### src/rtl/wash_phase_timer.sv
// wash_phase_timer: times soak/wash/rinse/spin phases and returns one-cycle done pulses (optional pause via WASH_PHASE_TIMER_PAUSE_EN)
module wash_phase_timer #(
  parameter int TICK_DIV = 100,
  parameter int SOAK_T   = 20,
  parameter int WASH_T   = 30,
  parameter int RINSE_T  = 15,
  parameter int SPIN_T   = 10,
  parameter int CW       = 16
) (
  input  logic          clk,
  input  logic          rst,
`ifdef WASH_PHASE_TIMER_PAUSE_EN
  input  logic          pause,
`endif
  input  logic          soak,
  input  logic          wash,
  input  logic          rinse,
  input  logic          spin,
  input  logic          mode1,
  input  logic          mode2,
  input  logic          mode3,
  output logic          soaked,
  output logic          washed,
  output logic          rinsed,
  output logic          spun,
  output logic          busy,
  output logic [CW-1:0] remaining,
  output logic          phase_err
);
  localparam int PW = TICK_DIV > 1 ? $clog2(TICK_DIV) : 1;
  typedef enum logic [1:0] {IDLE, RUN, DONE, HOLD} state_t;
  state_t        state_q, state_d;
  logic [PW-1:0] pre_q, pre_d;
  logic [CW-1:0] cnt_q, cnt_d, rem_q, dur, wash_dur;
  logic [1:0]    ph_q, ph_d, ph_new;
  logic [3:0]    cmd, done_q;
  logic [2:0]    ncmd;
  logic          multi, tick, frz, busy_q, err_q;
  assign cmd      = {spin, rinse, wash, soak};
  assign ncmd     = 3'(soak) + 3'(wash) + 3'(rinse) + 3'(spin);
  assign multi    = ncmd > 3'd1;
  assign ph_new   = wash ? 2'd1 : rinse ? 2'd2 : spin ? 2'd3 : 2'd0;
  assign wash_dur = (mode2 & !mode1 & !mode3) ? CW'(2 * WASH_T) :
                    (mode3 & !mode1 & !mode2) ? CW'(3 * WASH_T) : CW'(WASH_T);
  assign dur      = ph_new == 2'd0 ? CW'(SOAK_T) : ph_new == 2'd1 ? wash_dur :
                    ph_new == 2'd2 ? CW'(RINSE_T) : CW'(SPIN_T);
  assign tick     = pre_q == PW'(TICK_DIV - 1);
`ifdef WASH_PHASE_TIMER_PAUSE_EN
  assign frz = pause;
`else
  assign frz = 1'b0;
`endif
  // Next state: conflicting commands force IDLE, a dropped command aborts or releases
  always_comb begin
    state_d = state_q;
    pre_d   = pre_q;
    cnt_d   = cnt_q;
    ph_d    = ph_q;
    if (multi) state_d = IDLE;
    else case (state_q)
      IDLE: if (ncmd == 3'd1) begin
        state_d = RUN;
        ph_d    = ph_new;
        pre_d   = '0;
        cnt_d   = dur;
      end
      RUN: if (!cmd[ph_q]) state_d = IDLE;
      else if (!frz) begin
        pre_d = tick ? '0 : pre_q + 1'b1;
        if (tick && cnt_q != '0) cnt_d = cnt_q - 1'b1;
        if (tick && cnt_q == CW'(1)) state_d = DONE;
      end
      DONE: state_d = HOLD;
      HOLD: if (!cmd[ph_q]) state_d = IDLE;
      default: state_d = IDLE;
    endcase
  end
  // State, timer and registered outputs derived from the next state
  always_ff @(posedge clk or posedge rst) begin
    if (rst) begin
      state_q <= IDLE;
      pre_q   <= '0;
      cnt_q   <= '0;
      ph_q    <= '0;
      done_q  <= '0;
      busy_q  <= 1'b0;
      rem_q   <= '0;
      err_q   <= 1'b0;
    end else begin
      state_q <= state_d;
      pre_q   <= pre_d;
      cnt_q   <= cnt_d;
      ph_q    <= ph_d;
      done_q  <= state_d == DONE ? 4'b1 << ph_d : '0;
      busy_q  <= state_d == RUN;
      rem_q   <= state_d == RUN ? cnt_d : '0;
      err_q   <= multi;
    end
  end
  assign {spun, rinsed, washed, soaked} = done_q;
  assign busy      = busy_q;
  assign remaining = rem_q;
  assign phase_err = err_q;
endmodule

### config.mk
export PLATFORM = sky130hd
export DESIGN_NAME = wash_phase_timer
export DESIGN_NICKNAME = d
export VERILOG_FILES = /design/src/rtl/wash_phase_timer.sv
export SDC_FILE = /design/constraint.sdc
export NUM_CORES = 1
export LEC_CHECK = 0
export CAP_MARGIN = 20
export CORE_MARGIN = 2
export CORE_UTILIZATION = 45
export DETAILED_ROUTE_END_ITERATION = 6
export PLACE_DENSITY = 0.62
export SYNTH_ARGS = -nofsm -noshare
export SYNTH_HDL_FRONTEND = slang
export SYNTH_SLANG_ARGS = --single-unit
### constraint.sdc
create_clock -name clk -period 5.9 [get_ports clk]
set_clock_uncertainty 0.15 [all_clocks]
set_input_delay 1.475 -clock clk [delete_from_list [all_inputs] [get_ports clk]]
set_output_delay 1.475 -clock clk [all_outputs]
set_load 0.02 [all_outputs]
==> flow_summary.toml <==
[global_routing]
grt_pass1_wl_microns = 11300
antenna_found_initial = 0
grt_max_degree = 50
grt_pass1_vias = 2231
grt-ovfl-total = 0
grt_usage_pct = 22.3

[synth]
netlist_instances = 297
synth_edf_count = 0
yosysWarningCount = 0
synth_compound_area_share_pct = 16.0
ys_types = 57
async_flop_share_pct = 100
yosys.area_share.simple_pct = 29.4
synthMuxAreaShare_pct = 1.59
synth_seq_cells = 49
synth_xor_xnor_area_share_pct = 0.635
syn-num-nets = 313
synth_fa_ha_area_share_pct = 3.45
avgSynthCellArea_sq_um = 9.29
synth_top_flop_cell = "dfrtp_1"
syn_area_sq_um = 2760
synth_seq_area_share_pct = 44.4
synth_top_family_by_area = "simple AND/OR/NAND/NOR gates"

[pwr]
switching_power_w = 0.000355
p_per_area_nw_per_um2 = 291
seq_power_share_pct = 45.8
sw_frac_of_total_pct = 37.8
internal_power_w = 0.000585
p_comb_share_pct = 33.6
p_leak_nw = 1.36
clkPwrFrac_pct = 20.6
ir_drop_v = 0.000140

[cells_and_area]
final_cell_mix = "49 x dfrtp_1, 35 x nand2_1, 30 x clkdlybuf4s50_1"
nNetsFinal = 344
drive_gt1_share_pct = 10.6
final_common_cell = "dfrtp_1"
postLayoutCellArea_sq_um = 3230
fin_cells = 404
synthToLayoutAreaGrowth_pct = 17.0
n_antenna_cell = 0

[drt]
firstDrtPassIters = 5
wire_per_inst_microns = 16.6
drt_iter0_markers = 243
num_vias = 2396
viasPerCell = 5.93
route.detailed.drc = 0
totalWireLength_microns = 6690
postRouteAntennaNets = 0

[place]
gp_congestion = 0.887
post-dp-hpwl_microns = 4910
placed_cell_area_sq_um = 3120
dp_cells = 395
port-buffer-count = 30

[job]
cap_violations = 0

[floorplan]
ios = 31
die_h_microns = 82.3
die_area_sq_um = 6780
start_util_pct = 46.6
die_width_microns = 82.3
core.rowCount = 28
core_sq_um = 5920

[sta]
final.period_utilization_pct = 79.2
max-slew-margin-rel_pct = 50.7
finalCriticalPeriod_ns = 4.67
fin_tns_setup_ns = 0
rsz0062_at_grt = "no"
slew_violations = 0
max_freq_mhz = 214
hold_viol = 0
setup_viol = 0
worst_pin_slew_ns = 0.733

[clocking]
cts_sinks = 49
cts_resized = 0
cts_hold_buf = 0
htreeDepth = 2
clk_path_buf_depth = 2
cts_inserted_buffers = 5
post_cts_buffers = 0
cts.clk_slew.worst_paths_ns = 0.09
clkLatencyLatePin_ns = 0.31
cts_root_buffer = "clkbuf_8"
cts_tree = "built"

[worst_setup_path]
critical_path_class = "in -> reg"
reg2reg_slack_ns = 3.18
cp.arrival_ns = 4.72
r2r_end = "remaining[1]$_DFF_PP0_"
crit_path_max_fanout = 8
reg2reg_depth = 5
cp-end-kind = "register"
regToRegStartpoint = "cnt_q[9]$_DFF_PP0_"
cp-start-kind = "input pin"
worstPathRequired_ns = 5.95

[worst_hold_path]
hold_path_class = "reg -> reg"
worstHoldStart = "pre_q[1]$_DFFE_PP0P_"
whs_endpoint = "pre_q[1]$_DFFE_PP0P_"
hold_depth = 2

[run_status]
status = "completed"
power groups by stage:
stage	logic [W]	clock network, W	registers (W)
after floorplan	0.000233	0	0.000424
after global placement	0.000307	0	0.000435
after detailed placement	0.000312	0	0.000435
after CTS	0.000312	0.000203	0.000429
after global routing	0.000355	0.000216	0.000437
final	0.000315	0.000194	0.000430
flip-flops by register name (all words and copies together) (netlist names):
| register | flops |
|---|---|
| done_q | 4 |
| busy | 1 |
| pre_q | 7 |
| state_q | 2 |
| ph_q | 2 |
| phase_err | 1 |
| remaining | 16 |
| cnt_q | 16 |
worst max-delay path: stages:
cell             delay [ns]
clkdlybuf4s50_1        0.58
inv_1                  0.12
fa_1                   0.51
inv_1                  0.04
ha_1                   0.19
inv_1                  0.06
ha_1                   0.23
nor3b_1                0.22
buf_4                  0.18
o21ai_1                0.16
nor2_1                 0.50
a21boi_0               0.26
inv_1                  0.14
nor2_1                 0.05
synthesized netlist by cell type, types with 7 or more instances:
master | instances | area [sq um]
o21ai_0 | 18 | 90.1
clkbuf_1 | 10 | 37.5
nor2_1 | 19 | 71.3
dfrtp_1 | 49 | 1230
nand2_1 | 35 | 131
nor3_1 | 16 | 80.1
nor4_1 | 11 | 68.8
nand4_1 | 7 | 43.8
nand3_1 | 16 | 80.1
inv_1 | 14 | 52.6
a21oi_2 | 7 | 61.3
nor2b_1 | 9 | 56.3
per-layer routing:
metal | up-vias | part of all wire (%) | GRT usage [%]
met5 | - | 0 | 0
met2 | 92 | 44 | 33.9
met1 | 1135 | 47 | 31.8
li1 | 1147 | - | -
met3 | 22 | 6.1 | 4.35
met4 | 0 | 2.5 | 7.17
per-stage QoR:
step | utilization (%) | power [W] | hold WS [ns] | setup WS, ns
floorplan | - | 0.000657 | 0.316 | 1.66
global placement | 52.7 | 0.000742 | 0.344 | 1.01
detailed placement | 52.7 | 0.000747 | 0.359 | 0.929
CTS | 54.2 | 0.000945 | 0.381 | 1.25
global route | 54.5 | 0.00101 | 0.403 | 0.882
finish | 54.5 | 0.000939 | 0.379 | 1.23
worst max path at each step:
stage | startpoint | endpoint | slack, ns | cells past startpoint
floorplan | soak | pre_q[3]$_DFFE_PP0P_ | 1.66 | 12
global placement | wash | done_q[1]$_DFF_PP0_ | 1.01 | 14
detailed placement | wash | done_q[0]$_DFF_PP0_ | 0.93 | 14
CTS | wash | done_q[0]$_DFF_PP0_ | 1.25 | 14
global route | wash | done_q[1]$_DFF_PP0_ | 0.88 | 14
finish | wash | done_q[0]$_DFF_PP0_ | 1.23 | 14
cell type report:
class | count | area [sq um]
clock buffers | 5 | 68.8
clock inverters | 3 | 17.5
fillers | 535 | 2690
inverters | 15 | 56.3
multi-input cells | 221 | 1410
flip-flops and latches | 49 | 1230
well taps | 75 | 93.8
repair buffers | 36 | 358
logic make-up after synthesis:
| kind of cell | count (synthesis) |
|---|---|
| buffers and inverters | 27 |
| AOI/OAI and AO/OA | 63 |
| muxes | 3 |
| DFF | 49 |
| adders and majority gates | 7 |
| and+or+nand+nor | 146 |
| xor gates and xnor gates | 2 |
Note: power is estimated with default switching activity, not from simulation.
